[config.mk]
export PLATFORM = sky130hd
export DESIGN_NAME = gpr_file_flat
export DESIGN_NICKNAME = d
export VERILOG_FILES = /design/src/rtl/gpr_file_if.sv /design/src/rtl/gpr_file.sv /design/src/flat_wrapper.sv
export SDC_FILE = /design/constraint.sdc
export NUM_CORES = 2
export LEC_CHECK = 0
export BUFFER_PORTS_ARGS = -buffer_cell sky130_fd_sc_hd__buf_2
export CAP_MARGIN = 10
export CORE_MARGIN = 4
export CORE_UTILIZATION = 50
export CTS_CLUSTER_DIAMETER = 150
export CTS_CLUSTER_SIZE = 12
export DETAILED_ROUTE_END_ITERATION = 16
export PLACE_DENSITY = 0.75
export SLEW_MARGIN = 20
export SYNTH_ARGS = -nofsm -noshare
export SYNTH_HDL_FRONTEND = slang
export SYNTH_SLANG_ARGS = --single-unit
[constraint.sdc]
create_clock -name clk -period 1.74 [get_ports clk]
set_clock_uncertainty 0.2 [all_clocks]
set_input_delay 0.087 -clock clk [delete_from_list [all_inputs] [get_ports clk]]
set_output_delay 0.087 -clock clk [all_outputs]
set_load 0.02 [all_outputs]
[src/rtl/gpr_file_if.sv]
// Register-file port bundle: one write port (we/wa/wd) and two combinational read ports.
// The master drives addresses and write data; the slave returns read data.
interface gpr_file_if #(
  parameter int WIDTH  = 32,
  parameter int ADDR_W = 5
);
  logic              we;
  logic [ADDR_W-1:0] wa;
  logic [WIDTH-1:0]  wd;
  logic [ADDR_W-1:0] ra1;
  logic [WIDTH-1:0]  rd1;
  logic [ADDR_W-1:0] ra2;
  logic [WIDTH-1:0]  rd2;

  modport master (output we, wa, wd, ra1, ra2, input rd1, rd2);
  modport slave  (input we, wa, wd, ra1, ra2, output rd1, rd2);
endinterface

[src/rtl/gpr_file.sv]
// MIPS GPR file: 2R1W, entry 0 hard-wired to zero. Write lands on the rising clk edge (1 cycle).
// Reads are combinational, with optional same-cycle write bypass. No backpressure: every access completes.
module gpr_file #(
  parameter int WIDTH  = 32,
  parameter int ADDR_W = 5,
  parameter bit BYPASS = 1'b1
) (
  input logic       clk,
  input logic       reset,
  gpr_file_if.slave rf
);

  localparam int DEPTH = 1 << ADDR_W;

  logic [WIDTH-1:0] mem [0:DEPTH-1];

  // Entry 0 is only ever cleared, so synthesis reduces it to a constant.
  always_ff @(posedge clk or negedge reset) begin
    if (!reset) begin
      for (int i = 0; i < DEPTH; i++) begin
        mem[i] <= '0;
      end
    end else if (rf.we && (rf.wa != '0)) begin
      mem[rf.wa] <= rf.wd;
    end
  end

  always_comb begin
    rf.rd1 = '0;
    if (!reset || (rf.ra1 == '0)) begin
      rf.rd1 = '0;
    end else if (BYPASS && rf.we && (rf.wa == rf.ra1)) begin
      rf.rd1 = rf.wd;
    end else begin
      rf.rd1 = mem[rf.ra1];
    end
  end

  always_comb begin
    rf.rd2 = '0;
    if (!reset || (rf.ra2 == '0)) begin
      rf.rd2 = '0;
    end else if (BYPASS && rf.we && (rf.wa == rf.ra2)) begin
      rf.rd2 = rf.wd;
    end else begin
      rf.rd2 = mem[rf.ra2];
    end
  end

endmodule
[src/flat_wrapper.sv]
// flat-port wrapper written by rule: the top's interface ports become plain ports
module gpr_file_flat 
#(
  parameter int WIDTH  = 32,
  parameter int ADDR_W = 5,
  parameter bit BYPASS = 1'b1
)
  (clk, reset, rf_we, rf_wa, rf_wd, rf_ra1, rf_ra2, rf_rd1, rf_rd2);
  gpr_file_if #(.WIDTH(WIDTH), .ADDR_W(ADDR_W)) rf_i ();
  input logic clk;
  input logic reset;
  input wire logic [$bits(rf_i.we)-1:0] rf_we;
  input wire logic [$bits(rf_i.wa)-1:0] rf_wa;
  input wire logic [$bits(rf_i.wd)-1:0] rf_wd;
  input wire logic [$bits(rf_i.ra1)-1:0] rf_ra1;
  input wire logic [$bits(rf_i.ra2)-1:0] rf_ra2;
  output wire logic [$bits(rf_i.rd1)-1:0] rf_rd1;
  output wire logic [$bits(rf_i.rd2)-1:0] rf_rd2;
  assign rf_i.we = rf_we;
  assign rf_i.wa = rf_wa;
  assign rf_i.wd = rf_wd;
  assign rf_i.ra1 = rf_ra1;
  assign rf_i.ra2 = rf_ra2;
  assign rf_rd1 = rf_i.rd1;
  assign rf_rd2 = rf_i.rd2;
  gpr_file #(.WIDTH(WIDTH), .ADDR_W(ADDR_W), .BYPASS(BYPASS)) u_core (.clk(clk), .reset(reset), .rf(rf_i));
endmodule
==> impl_metrics.tcl <==
set metrics [dict create \
    synth_fp_nets 4147 \
    p_leak_nw 29.7 \
    pwr-share-seq_pct 46.5 \
    core-area_sq_um 111000 \
    drv_slew 0 \
    dieArea_sq_um 117000 \
    gp_congestion 0.937 \
    intPower_mw 48.4 \
    overflow 0 \
    comb_power_share_pct 25.9 \
    ant_nets 0 \
    p_clk_share_pct 27.6 \
    grt_pass1_wl_mm 279 \
    worst_skew_pair.late_latency_ns 0.67 \
    dp.cells 5790 \
    hold_ws_ns 0.0664 \
    grt_setup_unrepaired "true" \
    ios 114 \
    viasPerCell 6.89 \
    vias 41100 \
    switchingPower_mw 20.0 \
    seq_area_frac_synth_pct 45.9 \
    first_iter_violations 4344 \
    cts_max_path_buffers 3 \
    drive_above_1_share_pct 52.3 \
    dp_hpwl_mm 126 \
    hp-class "in -> async" \
    yosysWarnings 0 \
    fin_cells 5965 \
    wl_per_cell_microns 31.7 \
    tightest_slew_ns 1.10 \
    maxCapViolCount 0 \
    swShare_pct 29.2 \
    synthCells 4097 \
    first_pass_iters 6 \
    synth_cell_types 47 \
    grtUsageTotal_pct 31.8 \
    area_growth_pct 21.6 \
    regMostFlops "u_core.mem" \
    die_x_microns 342 \
    async_flop_share_pct 100 \
    outcome "complete, but fails checks" \
    grt_max_degree 179 \
    largestRegisters "u_core.mem x1024" \
    critPathKind "reg -> out" \
    io_buffers 113 \
    clkSlewWorstSetupHoldPaths_ns 0.07 \
    wl_mm 189 \
    cts_root_buffer "clkbuf_16" \
    initial_core_util_pct 50.4 \
    ys.flop_type "dfrtp_1" \
    largest_reg_flops 1024 \
    route.detailed.drc 0 \
    numCtsBuffers 95 \
    num_rows 122 \
    synth_area_sq_um 55800 \
    relSlewSlack_pct 26.2 \
    start_kind "flip-flop" \
    required_ns 1.45 \
    path_max_fanout 3 \
    antenna_found_initial 11 \
    fin_crit_ns 2.87 \
    design_area_sq_um 67800 \
    syn_area_per_cell_sq_um 13.6 \
    layout_setup_ws_ns -1.13 \
    fin_nets 4512 \
    setup_viol 465 \
    cts_tree "yes" \
    ys_ff_latch 1024 \
    endpoint_kind "primary output" \
    h-tree-depth 3 \
    power_per_cell_area_nw_per_um2 1010 \
    arrival_ns 2.59 \
    hold_violations 0 \
    fin_crit_sh_pct 165 \
    fmaxAchievable_mhz 348 \
    design_power_total_mw 68.4 \
    post_dp_cell_area_sq_um 63400 \
    cts.sink_count 1024 \
    dieHeight_microns 342 \
    peakVddDrop_uv 848 \
    grt_pass1_vias 42400 \
    violations "negative setup slack" \
    synth_edf_count 0 \
]
power groups by stage:
stage               Sequential (mW)  Clock [mW]  Combinational [mW]
floorplan                      30.8           0                11.5
global placement               31.5           0                15.9
detailed placement             31.9           0                16.4
CTS                            31.5        19.1                17.2
global route                   32.2        19.9                18.8
finish                         31.8        18.9                17.7
cell usage in the layout, fill, tap and decap left out, drive strengths merged, types with 82 or more instances in the layout:
cell type  synthesis  routed
a21oi             82      82
a22oi            128     128
buf              304     703
clkbuf           176      97
dfrtp           1024    1024
mux2             974     974
mux2i            338     338
mux4             320     320
nand2            146     146
o21ai            176     176
worst max-delay path, cell delays in order, from the launching register on:
cell and delay [ns]:
dfrtp_1 0.39, mux4_2 0.48, mux2_4 0.29, a221oi_2 0.26, buf_4 0.20, o32ai_4 0.11
buf_6 0.18
Yosys cell counts, drive strengths merged, types with 5 or more instances:
library cell,instances,area [sq um]
nand3b,6,45.0
clkbuf,176,679
inv,35,131
a221oi,18,164
nand2,146,548
o22a,64,561
mux2,974,11000
buf,304,1810
xnor2,10,87.6
o22ai,46,288
nor2,21,88.8
nor2b,6,37.5
dfrtp,1024,25600
o32ai,64,576
mux2i,338,3380
a22oi,128,961
mux4,320,7210
o221a,46,518
o21ai,176,881
a21oi,82,410
o211ai,64,480
a2bb2oi,18,158
or2,5,31.3
through the flow:
step	setup TNS, ns	utilization [%]	setup WS (ns)
2_1_floorplan	-5.62	-	-0.112
3_3_place_gp	-234.89	57.3	-0.692
3_5_place_dp	-248.77	57.3	-0.669
4_1_cts	-111.76	60.8	-1.13
5_1_grt	-254.91	61.3	-1.16
6_report	-193.77	61.3	-1.13
worst paths after layout:
kind / from / to / slack [ns] / depth (start not counted)
setup / recovery: u_core.mem[22]$_DFFE_PN0P_ / rf_rd2[22] / -1.13 / 6
hold / removal: reset / u_core.mem[747]$_DFFE_PN0P_ / 0.07 / 4
setup reg to reg: u_core.mem[252]$_DFFE_PN0P_ / u_core.mem[252]$_DFFE_PN0P_ / 0.49 / 3
hold reg to reg: u_core.mem[1015]$_DFFE_PN0P_ / u_core.mem[1015]$_DFFE_PN0P_ / 0.20 / 0
max in group asynchronous: reset / u_core.mem[370]$_DFFE_PN0P_ / -0.49 / 6
min in group clk: rf_wa[1] / u_core.mem[892]$_DFFE_PN0P_ / 0.12 / 6
timing repair:
item	CTS	global route
endpoints found under the hold margin	1692	87
buffers inserted	15	11
gates cloned	0	0
pin swaps	91	46
gates resized for setup	197	62
endpoints found under the setup margin	64	670
hold buffers	36	12
cell families after synthesis:
group / Yosys count / synth area share [%]
AO/OA/AOI/OAI: 708 / 8.98
XOR/XNOR: 10 / 0.157
buffers and inverters: 517 / 4.71
flip-flops: 1024 / 45.9
multiplexers: 1632 / 38.6
AND/OR/NAND/NOR: 206 / 1.61
routing by layer:
| layer | wire, microns | vias to the layer above | track usage (%) |
|---|---|---|---|
| met5 | 21 | - | 0 |
| met4 | 11900 | 4 | 17.7 |
| met3 | 19500 | 704 | 8.47 |
| met2 | 85100 | 2524 | 48.2 |
| met1 | 72600 | 21500 | 41.9 |
| li1 | - | 16400 | - |
area by class of cell:
| cell class | count | area, sq um |
|---|---|---|
| fill | 7973 | 42800 |
| timing repair buffer | 748 | 8060 |
| antenna | 9 | 22.5 |
| multi-input combinational | 2556 | 29600 |
| sequential | 1024 | 25600 |
| clock buffer | 97 | 2430 |
| inverter | 37 | 141 |
| tap | 1488 | 1860 |
| clock inverter | 6 | 96.3 |
(Power assumes the default switching activity.)
